===== src/rtl/shape_pkg.sv =====
// Shared shape encodings and changeover FSM states for the shape pulse mux datapath.
// The one-hot helper is used wherever a switch vector has to be validated.
package shape_pkg;

  localparam logic [3:0] SHAPE_CIRCLE = 4'b0001;
  localparam logic [3:0] SHAPE_EIGHT  = 4'b0010;
  localparam logic [3:0] SHAPE_SQUARE = 4'b0100;
  localparam logic [3:0] SHAPE_SOLID  = 4'b1000;

  typedef enum logic [0:0] {
    ST_RUN   = 1'b0,
    ST_BLANK = 1'b1
  } state_e;

  function automatic logic is_onehot4(input logic [3:0] v);
    return (v != 4'b0000) && ((v & (v - 4'd1)) == 4'b0000);
  endfunction

endpackage


===== src/rtl/sw_debounce.sv =====
// Two-flop synchroniser plus whole-vector debounce: a new switch vector is accepted only after
// it has held steady for DEB_CYCLES consecutive counting cycles; any movement restarts the count.
module sw_debounce
  import shape_pkg::*;
#(
  parameter int unsigned W          = 4,
  parameter int unsigned DEB_CYCLES = 500000
) (
  input  logic         clk_i,
  input  logic         rst_ni,
  input  logic [W-1:0] raw_i,
  output logic [W-1:0] stable_o
);

  localparam int unsigned CntW = (DEB_CYCLES > 1) ? $clog2(DEB_CYCLES) : 1;
  localparam logic [CntW-1:0] CntMax = CntW'(DEB_CYCLES - 1);

  logic [W-1:0]    sync1_q, sync_q, prev_q;
  logic [W-1:0]    stable_q, stable_d;
  logic [CntW-1:0] cnt_q, cnt_d;

  always_ff @(posedge clk_i or negedge rst_ni) begin
    if (!rst_ni) begin
      sync1_q  <= '0;
      sync_q   <= '0;
      prev_q   <= '0;
      stable_q <= '0;
      cnt_q    <= '0;
    end else begin
      sync1_q  <= raw_i;
      sync_q   <= sync1_q;
      prev_q   <= sync_q;
      stable_q <= stable_d;
      cnt_q    <= cnt_d;
    end
  end

  always_comb begin
    stable_d = stable_q;
    cnt_d    = cnt_q;
    // Count only while the synchronised vector is both new and unchanged since last cycle.
    if ((sync_q == stable_q) || (sync_q != prev_q)) begin
      cnt_d = '0;
    end else if (cnt_q == CntMax) begin
      stable_d = sync_q;
      cnt_d    = '0;
    end else begin
      cnt_d = cnt_q + 1'b1;
    end
  end

  assign stable_o = stable_q;

endmodule


===== src/rtl/shape_select_ctrl.sv =====
// Conditions raw shape switches into a registered one-hot enable, with a fixed blanking gap
// between shapes so the downstream pattern generators restart from a known phase.
module shape_select_ctrl
  import shape_pkg::*;
#(
  parameter int unsigned DEB_CYCLES = 500000,
  parameter int unsigned GAP_CYCLES = 1000
) (
  input  logic       sysclk,
  input  logic       sysrst_n,
  input  logic [3:0] raw_sw,
  output logic [3:0] enable_sw,
  output logic       sel_valid,
  output logic       changing
);

  localparam int unsigned GapW = $clog2(GAP_CYCLES + 1);
  localparam logic [GapW-1:0] GapMax = GapW'(GAP_CYCLES - 1);

  logic [3:0]      stable_sw;
  logic [3:0]      cand;
  logic            cand_valid;
  state_e          state_q, state_d;
  logic [3:0]      tgt_q, tgt_d;
  logic [3:0]      cur_sel_q, cur_sel_d;
  logic [GapW-1:0] gap_q, gap_d;
  logic [3:0]      enable_q, enable_d;
  logic            sel_valid_q, sel_valid_d;
  logic            changing_q, changing_d;

  sw_debounce #(
    .W          (4),
    .DEB_CYCLES (DEB_CYCLES)
  ) u_sw_debounce (
    .clk_i    (sysclk),
    .rst_ni   (sysrst_n),
    .raw_i    (raw_sw),
    .stable_o (stable_sw)
  );

  // Anything other than exactly one switch falls back to the circle.
  assign cand_valid = is_onehot4(stable_sw);
  assign cand       = cand_valid ? stable_sw : SHAPE_CIRCLE;

  always_ff @(posedge sysclk or negedge sysrst_n) begin
    if (!sysrst_n) begin
      state_q   <= ST_BLANK;
      tgt_q     <= SHAPE_CIRCLE;
      cur_sel_q <= SHAPE_CIRCLE;
      gap_q     <= '0;
    end else begin
      state_q   <= state_d;
      tgt_q     <= tgt_d;
      cur_sel_q <= cur_sel_d;
      gap_q     <= gap_d;
    end
  end

  always_comb begin
    state_d   = state_q;
    tgt_d     = tgt_q;
    cur_sel_d = cur_sel_q;
    gap_d     = gap_q;
    unique case (state_q)
      ST_RUN: begin
        if (cand != cur_sel_q) begin
          state_d = ST_BLANK;
          tgt_d   = cand;
          gap_d   = '0;
        end
      end
      ST_BLANK: begin
        // A moving target restarts the gap so the blank always ends a full gap after it settles.
        if (cand != tgt_q) begin
          tgt_d = cand;
          gap_d = '0;
        end else if (gap_q == GapMax) begin
          state_d   = ST_RUN;
          cur_sel_d = tgt_q;
        end else begin
          gap_d = gap_q + 1'b1;
        end
      end
    endcase
  end

  always_comb begin
    enable_d    = (state_d == ST_RUN) ? cur_sel_d : 4'b0000;
    changing_d  = (state_d == ST_BLANK);
    sel_valid_d = cand_valid;
  end

  always_ff @(posedge sysclk or negedge sysrst_n) begin
    if (!sysrst_n) begin
      enable_q    <= 4'b0000;
      sel_valid_q <= 1'b0;
      changing_q  <= 1'b1;
    end else begin
      enable_q    <= enable_d;
      sel_valid_q <= sel_valid_d;
      changing_q  <= changing_d;
    end
  end

  assign enable_sw = enable_q;
  assign sel_valid = sel_valid_q;
  assign changing  = changing_q;

endmodule


===== config.mk =====
export PLATFORM = sky130hd
export DESIGN_NAME = shape_select_ctrl
export DESIGN_NICKNAME = d
export VERILOG_FILES = /design/src/rtl/shape_pkg.sv /design/src/rtl/sw_debounce.sv /design/src/rtl/shape_select_ctrl.sv
export SDC_FILE = /design/constraint.sdc
export NUM_CORES = 1
export LEC_CHECK = 0
export CAP_MARGIN = 5
export CORE_MARGIN = 2
export CORE_UTILIZATION = 45
export DETAILED_ROUTE_END_ITERATION = 16
export MAX_ROUTING_LAYER = met4
export PLACE_DENSITY = 0.64
export SLEW_MARGIN = 10
export SYNTH_ARGS = -nofsm -noshare
export SYNTH_HDL_FRONTEND = slang
export SYNTH_SLANG_ARGS = --single-unit
export TNS_END_PERCENT = 20

===== constraint.sdc =====
create_clock -name sysclk -period 3.7 [get_ports sysclk]
set_input_delay 0.37 -clock sysclk [delete_from_list [all_inputs] [get_ports sysclk]]
set_output_delay 0.37 -clock sysclk [all_outputs]
set_load 0.02 [all_outputs]

* Word level (Yosys, flattened, before mapping) *
Index checks and enable logic that the tools add are counted.

word-level totals
  flip-flop bits (word level) = 59
  input port bits = 6
  output and inout bits = 6

cells by class
  add/sub/neg operators = 3
  equal/unequal tests = 9
  multiplexer cells = 18
  bitwise gates (word level) = 3
  reductions and logical operators = 7

operators by type and width
  kind                                                   count
  two-way mux 19 bit                                     2
  two-way mux 10 bit                                     3
  two-way mux 4 bit                                      7
  one-hot mux 10 bit (2 select lines)                    1
  adder 19 x 1 -> 19 bit, second input constant          1
  == test 19 bit, second input constant                  1
  inequality test 4 bit                                  3
  adder 10 x 1 -> 10 bit, second input constant          1
  == test 10 bit, second input constant                  1
  one-hot mux 4 bit (2 select lines)                     1
  AND reduction 2 bit                                    3
  bitwise AND 4 bit                                      1
  == test 4 bit                                          1
  logical NOT 4 bit                                      1
  nonzero test 4 bit                                     1
  subtractor 4 x 1 -> 4 bit, second input constant       1
  two-way mux 1 bit                                      3
  inequality test 3 bit, second input constant           1
  inequality test 2 x 1 -> 1 bit, second input constant  1
  inequality test 2 bit, second input constant           1
  NOT 1 bit                                              2
  one-hot mux 1 bit (2 select lines)                     1
  logical AND 1 bit                                      1
  logical OR 1 bit                                       1

* Depth between registers and ports, before layout *
Gate-level depths: netlist of run 1.

  depth in word-level cells = 9
  gate-level depth with buffers = 8
  depth with buffers taken out = 6

* Cells and area by module *
From an unflattened synthesis of run 1, not the netlist that was laid out.

unflattened totals
  cells, all modules = 264
  area, all modules = 3001.6 µm²

by module, submodules not included
  module             times used  cells each  area an instance (µm²)  sequential area each (µm²)
  sw_debounce        1           131         1555.2                  875.8
  shape_select_ctrl  1           133         1446.4                  604.3

* Worst setup path before layout of run 1 *
OpenSTA, ideal clock, no wires.

  kind = register to register
  start = register u_sw_debounce.stable_q[2], in the netlist u_sw_debounce.stable_o[2]
  end = register cur_sel_q[1]
  setup time = 0.128 ns
  data arrival time = 1.879 ns
  slack = 1.694 ns
  stages on the path, launching flop included = 7
  buffers on the path = 1
  clock period less this slack = 2.006 ns
  cells stage by stage = dfrtp_1 > buf_4 > nor4bb_1 > o2111ai_1 > a211o_1 > a21oi_2 > mux2_1

between the ends
  longest elaborated chain between the ends = 8
  elaborated cells on any way between the ends = 9
  those cells by class = add/sub (1); eq/ne (1); mux (3); bitwise (1); reduce/logical (3)

RTL lines
  item                       line                     source
  start, declared            sw_debounce.sv:19        logic [W-1:0] stable_q, stable_d;
  start signal, assigned     sw_debounce.sv:33        stable_q <= stable_d;
  subtractor 4 x 1 -> 4 bit  shape_pkg.sv:16          return (v != 4'b0000) && ((v & (v - 4'd1)) == 4'b0000);
  bitwise AND 4 bit          shape_pkg.sv:16
  logical NOT 4 bit          shape_pkg.sv:16
  logical AND 1 bit          shape_pkg.sv:16
  two-way mux 4 bit *        shape_select_ctrl.sv:43  assign cand = cand_valid ? stable_sw : SHAPE_CIRCLE;
  inequality test 4 bit *    shape_select_ctrl.sv:74  if (cand != tgt_q) begin
  two-way mux 4 bit *        shape_select_ctrl.sv:74
  two-way mux 4 bit *        shape_select_ctrl.sv:64  unique case (state_q)
  via cur_sel_d[1]           shape_select_ctrl.sv:25  logic [3:0] cur_sel_q, cur_sel_d;
  end signal, assigned       shape_select_ctrl.sv:54  cur_sel_q <= cur_sel_d;
  end, declared              shape_select_ctrl.sv:25

Mark *: on every way through the listed nets, which the timed path passes. The rest lies on a longest branch.
A chain may end at the register's enable or synchronous reset.

* Final worst setup path of run 1 *
  start = register u_sw_debounce.stable_q[2], in the netlist u_sw_debounce.stable_o[2]
  end = register tgt_q[3]

between the ends
  longest elaborated chain between the ends = 8
  elaborated cells on any way between the ends = 14
  those cells by class = add/sub (1); eq/ne (4); mux (4); bitwise (1); reduce/logical (4)

RTL lines
  item                                                                                      line                                              source
  subtractor 4 x 1 -> 4 bit                                                                 shape_pkg.sv:16
  bitwise AND 4 bit                                                                         shape_pkg.sv:16
  logical NOT 4 bit                                                                         shape_pkg.sv:16
  logical AND 1 bit                                                                         shape_pkg.sv:16
  two-way mux 4 bit *                                                                       shape_select_ctrl.sv:43
  inequality test 4 bit, on equally long branches                                           shape_select_ctrl.sv:66, shape_select_ctrl.sv:74
  inequality test 2 bit (no line) / inequality test 2 x 1 -> 1 bit (equally long branches)  n/a
  AND reduction 2 bit (no line)                                                             n/a
  end signal, assigned                                                                      shape_select_ctrl.sv:53                           tgt_q <= tgt_d;
  end, declared                                                                             shape_select_ctrl.sv:24                           logic [3:0] tgt_q, tgt_d;

Mark *: on every way between the ends. The rest lies on a longest branch, timed or not. The select of a mux whose other input is x is not followed.

==> results of run 1 <==
[registers in the layout (all words and copies together) (netlist names)]
| name | flops |
|---|---|
| changing | 1 |
| cur_sel_q | 4 |
| enable_sw | 4 |
| gap_q | 10 |
| sel_valid | 1 |
| tgt_q | 4 |
| u_sw_debounce.cnt_q | 19 |
| u_sw_debounce.prev_q | 4 |
| u_sw_debounce.stable_o | 4 |
| u_sw_debounce.sync1_q | 4 |
| u_sw_debounce.sync_q | 4 |
[cells by family (layout without fill, tap and decap cells)]
family	Yosys count	count (layout)	synth area share (%)
simple gates	101	101	19.9
flops	59	59	51.9
compound gates	36	36	10.3
xor+xnor	29	29	8.90
buf+inv	17	37	3.42
mux	12	12	4.73
fa+ha+maj	2	2	0.877
[Yosys cell counts, types with 4 or more instances]
cell,number,share of area (%)
nand4_1,6,1.3
inv_1,8,1.1
nand2b_1,4,0.88
and3_1,8,1.8
nand2_1,7,0.92
a22o_1,4,1.2
mux2_1,7,2.8
xor2_1,17,5.2
xnor2_1,12,3.7
nor2_1,31,4.1
dfrtp_1,56,49
a31oi_1,7,1.5
a21oi_2,5,1.5
nand3_1,19,3.3
buf_2,5,0.88
mux2_2,5,2.0
[stage by stage]
step / worst slack [ns] / instances / power, mW
2_1_floorplan: 1.69 / 256 / 0.677
3_3_place_gp: 1.37 / 337 / 0.697
3_5_place_dp: 1.33 / 337 / 0.697
4_1_cts: 1.29 / 353 / 1.28
5_1_grt: 1.12 / 353 / 1.32
6_report: 1.29 / 353 / 1.27
[path summary, 6_finish.rpt]
kind / start / end / slack, ns / depth (start not counted)
max: u_sw_debounce.stable_o[2] / tgt_q[3] / 1.29 / 6
max reg2reg: u_sw_debounce.stable_o[2] / tgt_q[3] / 1.29 / 6
min reg2reg: u_sw_debounce.sync1_q[3] / u_sw_debounce.sync_q[3] / 0.35 / 0
max in group asynchronous: sysrst_n / tgt_q[0] / 2.85 / 2
min: sysrst_n / u_sw_debounce.sync_q[3] / -0.007 / 1
min in group sysclk: u_sw_debounce.sync1_q[3] / u_sw_debounce.sync_q[3] / 0.35 / 0
[worst max-delay path: stages (launching register included)]
cell and delay [ns]:
dfrtp_1 0.64, and4bb_2 0.30, o311ai_2 0.40, a22oi_2 0.13, buf_4 0.23, a21oi_2 0.23
mux2_1 0.35
[power breakdown]
part / leakage [nW] / internal (mW) / switching (mW)
combinational: 0.522 / 0.00837 / 0.0174
clock: 0.0916 / 0.313 / 0.269
sequential: 0.776 / 0.652 / 0.00554
total: 1.39 / 0.974 / 0.292
[cell type report]
| cell class | instances | share of cell area (%) |
|---|---|---|
| repair buffers | 13 | 3.75 |
| multi-input cells | 180 | 39.8 |
| clock buffers | 9 | 3.86 |
| inverters | 8 | 0.937 |
| clock inverters | 7 | 2.46 |
| flip-flops and latches | 59 | 46.2 |
| well taps | 77 | 3.01 |
[metal layers]
| metal | up-vias | wire [um] |
|---|---|---|
| met5 | - | 0 |
| li1 | 948 | - |
| met3 | 10 | 157 |
| met2 | 34 | 2090 |
| met1 | 903 | 2470 |
| met4 | 0 | 105 |
==> run metrics, run 1 <==
CTS Buf Count 9; Hold Buf Count CTS 0; Hold Path Class primary input to async pin; Finished Core Util 51.4%; DR vias/cell 5.37; Via Count 1895; # IOs 12; Rows 29; final setup TNS 0 ns; Routed WL 4.82 mm; synthesized area 0.00285 sq mm; register area 0.00148 sq mm; Core Area 0.00624 sq mm; drt wl/cell 13.6 um; DR pass1 iterations 4; Final min period 2.41 ns; number of synthesized flops with an enable pin 0; Syn-to-layout area delta 12.3%; first-pass GRT wire length 8.63 mm; antenna cell count 0; post-cts resize count 0; fill cell count 549; pin count of the biggest net entering global routing 37; dpl cell area 0.00300 sq mm; clock-pin slew on the worst setup and hold paths 0.07 ns; Static Leak 1.39 nW; Clock Sinks 59; gr busiest metal met2; CTS H-tree depth 3; #FFs+latches synth 59; failing checks hold timing; VDD IR max 253 uV; clk root buf clkbuf_8; hold slack -0.00663 ns; I/O Buffers 11; Die Y 83.6 um; Mapped Nets 264; Primary FF master, synth dfrtp_1; final setup fails 0; total track usage 15.9%; final instance area 0.00321 sq mm; most common cell after layout, fill and taps aside dfrtp_1; met2 Use GR 22.0%; layout cell share with drive strength beyond 1 15.2%; final worst path period share 65.1%; Initial Util 45.7%; # Max-Cap Violations 0; Clock Latency Late Sink 0.34 ns; final hold vios 5; first-iteration detailed-routing DRC count 81; outcome finished with violations; post-route ant nets 0; vias in the first global route 1827; asr flop ratio synth 100%; Final Max Slew Viols 0; GPL Wtd Cong 0.879; # nets final 279; CP startpoint kind flip-flop; most frequent cells in the layout dfrtp_1, nor2_1, nand3_1, xor2_1, xnor2_1; initial antenna violation count 0; CP max FO 21; CTS tree built; Least-Margin Pin Slew 0.624 ns; pwr/cell area 395 mW/mm^2; Worst setup EP type flip-flop; worst-case clock buffer depth 2; grt met3 use 3.86%; Setup CP Type flip-flop to flip-flop; max frequency 415 MHz; Seq/Total Area, Yosys 51.9%; die area 0.00699 sq mm; Slew HR 58.1%; DRC errors left 0; Yosys warnings 0; die width 83.6 um; Crit path arrival time 2.62 ns; Req. time, crit path 3.92 ns; Synth Instances 256; grt met1 use 21.9%; RSZ-0062 raised after global routing no; post-synth cell types 54; Multi-input gate area 0.00128 sq mm; clk_skew 0.0110 ns; Post-Syn Area per Cell 11.1 sq um; setup bufs post-CTS 0; grt ovf 0; dpl hpwl 3.33 mm
Power figures use the tool's default switching activity.
==> inputs of run 2 (changes only) <==
==> constraint.sdc (replaced) <==
create_clock -name sysclk -period 2.4 [get_ports sysclk]
set_input_delay 0.24 -clock sysclk [delete_from_list [all_inputs] [get_ports sysclk]]
set_output_delay 0.24 -clock sysclk [all_outputs]
set_load 0.02 [all_outputs]
==> run metrics, run 2 (synthesis gave the netlist of run 1 again) <==
vias in the first global route 1937; pwr/cell area 622 mW/mm^2; clk_skew 0.00884 ns; Sw Share 21.5%; final setup TNS 0 ns; total track usage 16.6%; Syn-to-layout area delta 15.2%; clock-pin slew on the worst setup and hold paths 0.07 ns; met3 wire length 183 um; Tot Pwr 2.04 mW; Cell Int Power 1.60 mW; CP max FO 6; Clock Sinks 59; Via Count 1949; I/O Buffers 11; Least-Margin Pin Slew 0.650 ns; final hold vios 0; antenna cell count 0; DR pass1 iterations 4; layout cell share with drive strength beyond 1 17.0%; WP buf/inv 0; highest routed layer met4; CTS tree built; initial antenna violation count 0; die area 0.00699 sq mm; VDD IR max 315 uV; final worst path period share 91.2%; Die Y 83.6 um; Slew HR 56.3%; Static Leak 1.44 nW; Setup CP Type flip-flop to flip-flop; DRC errors left 0; first-pass GRT wire length 9.00 mm; GPL Wtd Cong 0.854; die width 83.6 um; Routed met2 length 2.29 mm; Routed WL 5.05 mm; most frequent cells in the layout dfrtp_1, nor2_1, nand3_1, xor2_1, xnor2_1; WL met1 2.49 mm; Switch Pwr 439 uW; setup bufs post-CTS 0; # nets final 286; Clock Latency Late Sink 0.34 ns; Worst setup EP type flip-flop; grt ovf 0; most common cell after layout, fill and taps aside dfrtp_1; Hold Path Class primary input to flip-flop; first-iteration detailed-routing DRC count 57; max frequency 457 MHz; Crit path arrival time 2.41 ns; hold slack 0.337 ns; post-route ant nets 0; Slowest Stage Delay on Critical Path 0.52 ns; clk root buf clkbuf_8; worst-case clock buffer depth 2; outcome complete, no violations; drt wl/cell 14.0 um; Rows 29; RSZ-0062 raised after global routing no; Final min period 2.19 ns; CTS H-tree depth 3; Final Max Slew Viols 0; Layout Cells excl Fill 360; Core Area 0.00624 sq mm; placed insts 343; Finished Core Util 52.7%; # Max-Cap Violations 0; biggest regs u_sw_debounce.cnt_q (19), gap_q (10); part of the power in combinational logic 2.3%; Slowest cell on crit path or4_1; CP top delay family simple AND/OR/NAND/NOR gates; CTS Buf Count 9; # IOs 12; pin count of the biggest net entering global routing 35; Largest register FFs 19; dpl hpwl 3.50 mm; Clk pwr share 48.1%; critical-path cell list or4_1 -> nor4_1 -> nand3_1 -> nor2_1 -> mux2_2; Top reg by flops u_sw_debounce.cnt_q; DR vias/cell 5.41; Req. time, crit path 2.62 ns; final setup fails 0; power share of the sequential group 49.6%; Initial Util 45.7%; CP startpoint kind flip-flop
==> run 2: worst paths after layout <==
kind | cells past startpoint | from | slack (ns) | to
max | 5 | u_sw_debounce.cnt_q[5] | 0.21 | u_sw_debounce.stable_o[0]
min | 1 | raw_sw[1] | 0.34 | u_sw_debounce.sync1_q[1]
max reg2reg | 5 | u_sw_debounce.cnt_q[5] | 0.21 | u_sw_debounce.stable_o[0]
min reg2reg | 0 | u_sw_debounce.sync1_q[0] | 0.35 | u_sw_debounce.sync_q[0]
max in group asynchronous | 3 | sysrst_n | 1.30 | tgt_q[0]
min in group asynchronous | 2 | sysrst_n | 0.44 | u_sw_debounce.sync_q[3]
==> run 2: stage by stage <==
stage | cell area, sq um | setup WS (ns)
floorplan | 2850 | 0.394
global placement | 3060 | 0.185
detailed placement | 3060 | 0.182
CTS | 3290 | 0.163
global route | 3290 | 0.000423
finish | 3290 | 0.211
==> run 2: power by group through the flow <==
stage | Sequential [mW] | Clock, mW | Combinational [mW]
finish | 1.01 | 0.982 | 0.0473
global route | 1.01 | 1.05 | 0.0552
CTS | 1.01 | 1.01 | 0.0498
detailed placement | 1.03 | 0 | 0.0486
global placement | 1.03 | 0 | 0.0471
floorplan | 1.03 | 0 | 0.0131
==> run 2: layout make-up <==
cell class                      count  area (sq um)
Clock buffer                        9           124
Clock inverter                      7          92.6
Fill cell                         545          2950
Inverter                            8          30.0
Multi-Input combinational cell    180          1280
Sequential cell                    59          1480
Tap cell                           77          96.3
Timing Repair Buffer               20           188
==> run 2: metal layers <==
metal  GRT usage [%]  vias up
met1            22.3      941
li1                -      969
met2            23.6       31
met5               -        -
met4            7.04        0
met3            4.45        8
==> run 2: timing repair <==
action | 4_1_cts | 5_1_grt
endpoints found under the setup margin | 0 | 7
hold buffers | 1 | 0
endpoints found under the hold margin | 24 | 0
gates resized for setup | 0 | 1
==> inputs of run 3 (changes only) <==
--- a/config.mk
+++ b/config.mk
@@ -6,11 +6,13 @@
 export NUM_CORES = 1
 export LEC_CHECK = 0
 export CAP_MARGIN = 5
+export CELL_PAD_IN_SITES_DETAIL_PLACEMENT = 1
+export CELL_PAD_IN_SITES_GLOBAL_PLACEMENT = 1
 export CORE_MARGIN = 2
 export CORE_UTILIZATION = 45
 export DETAILED_ROUTE_END_ITERATION = 16
 export MAX_ROUTING_LAYER = met4
-export PLACE_DENSITY = 0.64
+export PLACE_DENSITY = 0.76
 export SLEW_MARGIN = 10
 export SYNTH_ARGS = -nofsm -noshare
 export SYNTH_HDL_FRONTEND = slang
==> run metrics, run 3 (synthesis gave the netlist of run 1 again) <==
first-pass GRT wire length 10.8 mm; clk_skew 0.0125 ns; Syn-to-layout area delta 16.0%; final instance area 0.00331 sq mm; post-route ant nets 0; CTS tree built; dpl hpwl 4.34 mm; Via Count 2053; Clock Sinks 59; hold path startpoint raw_sw[1]; r2r endpoint tgt_q[2]; Top reg by flops u_sw_debounce.cnt_q; most frequent cells in the layout dfrtp_1, nor2_1, nand3_1, xor2_1, xnor2_1; die area 0.00699 sq mm; reg2reg setup slack 0.10 ns; Clock Latency Late Sink 0.34 ns; Hold Path Class primary input to flip-flop; pwr/cell area 628 mW/mm^2; total track usage 20.2%; Finished Core Util 53.1%; hold depth 1; final setup fails 0; GPL Wtd Cong 0.774; biggest regs u_sw_debounce.cnt_q (19), gap_q (10); Setup CP Type flip-flop to flip-flop; Core Area 0.00624 sq mm; grt ovf 0; CP max FO 10; DR vias/cell 5.67; R2R cell count 7; Tot Pwr 2.08 mW; # Max-Cap Violations 0; Slew HR 56.9%; antenna cell count 0; Largest register FFs 19; pin count of the biggest net entering global routing 25; reg2reg start u_sw_debounce.stable_o[2]; Static Leak 1.45 nW; clock-pin slew on the worst setup and hold paths 0.08 ns; Worst setup EP type flip-flop; Initial Util 45.7%; vias in the first global route 2195; dpl cell area 0.00306 sq mm; CTS Buf Count 9; CP startpoint kind flip-flop; initial antenna violation count 0; RSZ-0062 raised after global routing no; final worst path period share 95.7%; Die Y 83.6 um; die width 83.6 um; Rows 29; Final min period 2.30 ns; first-iteration detailed-routing DRC count 103; Req. time, crit path 2.62 ns; layout cell share with drive strength beyond 1 17.9%; DR pass1 iterations 4; final setup TNS 0 ns; I/O Buffers 11; Least-Margin Pin Slew 0.642 ns; # IOs 12; final hold vios 0; VDD IR max 429 uV; Crit path arrival time 2.51 ns; Final Max Slew Viols 0; # nets final 288; drt wl/cell 17.4 um; most common cell after layout, fill and taps aside dfrtp_1; hold path endpoint u_sw_debounce.sync1_q[1]; Routed WL 6.29 mm; clk root buf clkbuf_8; worst-case clock buffer depth 2; max frequency 435 MHz; outcome complete, no violations; CTS H-tree depth 3; DRC errors left 0
## run 3: changes by cell type in the layout (fill, tap and decap cells not counted), sizes merged
cell	previous run	this run
buf	9	11
clkinvlp	3	2
inv	8	9
## run 3: cell type report
type	instances	area (sq um)
inverters	8	30.0
multi-input cells	180	1290
well taps	77	96.3
clock buffers	9	124
clock inverters	7	101
repair buffers	22	190
fillers	662	2930
flip-flops and latches	59	1480
## run 3: how the worst max path moves through the flow
stage,from,endpoint,slack (ns),depth (start not counted)
finish,u_sw_debounce.stable_o[2],tgt_q[2],0.10,7
global route,u_sw_debounce.stable_o[2],gap_q[2],0.02,6
CTS,u_sw_debounce.stable_o[3],gap_q[2],0.009,6
detailed placement,u_sw_debounce.stable_o[2],gap_q[8],0.08,6
global placement,u_sw_debounce.stable_o[2],gap_q[8],0.18,6
floorplan,u_sw_debounce.stable_o[2],cur_sel_q[1],0.39,6
## run 3: repair_timing
| item | CTS | global route |
|---|---|---|
| hold endpoints to repair | 22 | 0 |
| buffers inserted | 0 | 1 |
| hold buffers | 1 | 0 |
| endpoints found under the setup margin | 0 | 21 |
| resized for setup | 0 | 3 |
## run 3: power by group
part           switching, mW  total [mW]  internal [mW]  leakage [nW]
Sequential           0.00893        1.01           1.01         0.776
Combinational         0.0295      0.0466         0.0171         0.570
Clock                  0.430        1.02          0.591         0.106
## run 3: per-layer routing
metal | track usage, % | vias up | wire [um]
li1 | - | 972 | -
met1 | 25.9 | 1041 | 2940
met2 | 31.6 | 31 | 3100
met3 | 3.36 | 9 | 137
met4 | 8.94 | 0 | 104
met5 | - | - | 0
## run 3: critical path, stage by stage, from the launching register on
cell and delay (ns):
dfrtp_1 0.50, buf_4 0.23, nor4b_2 0.33, xor2_1 0.26, a211oi_2 0.07, buf_4 0.18
a21oi_2 0.24, mux2_1 0.36
## run 3: through the flow
step                      std cells  setup WS (ns)  hold slack [ns]
after global placement          344          0.175            0.236
after detailed placement        344         0.0757            0.253
after floorplan                 256          0.394          -0.0556
final                           362          0.103            0.333
after CTS                       361        0.00898            0.319
after global routing            362         0.0168            0.324
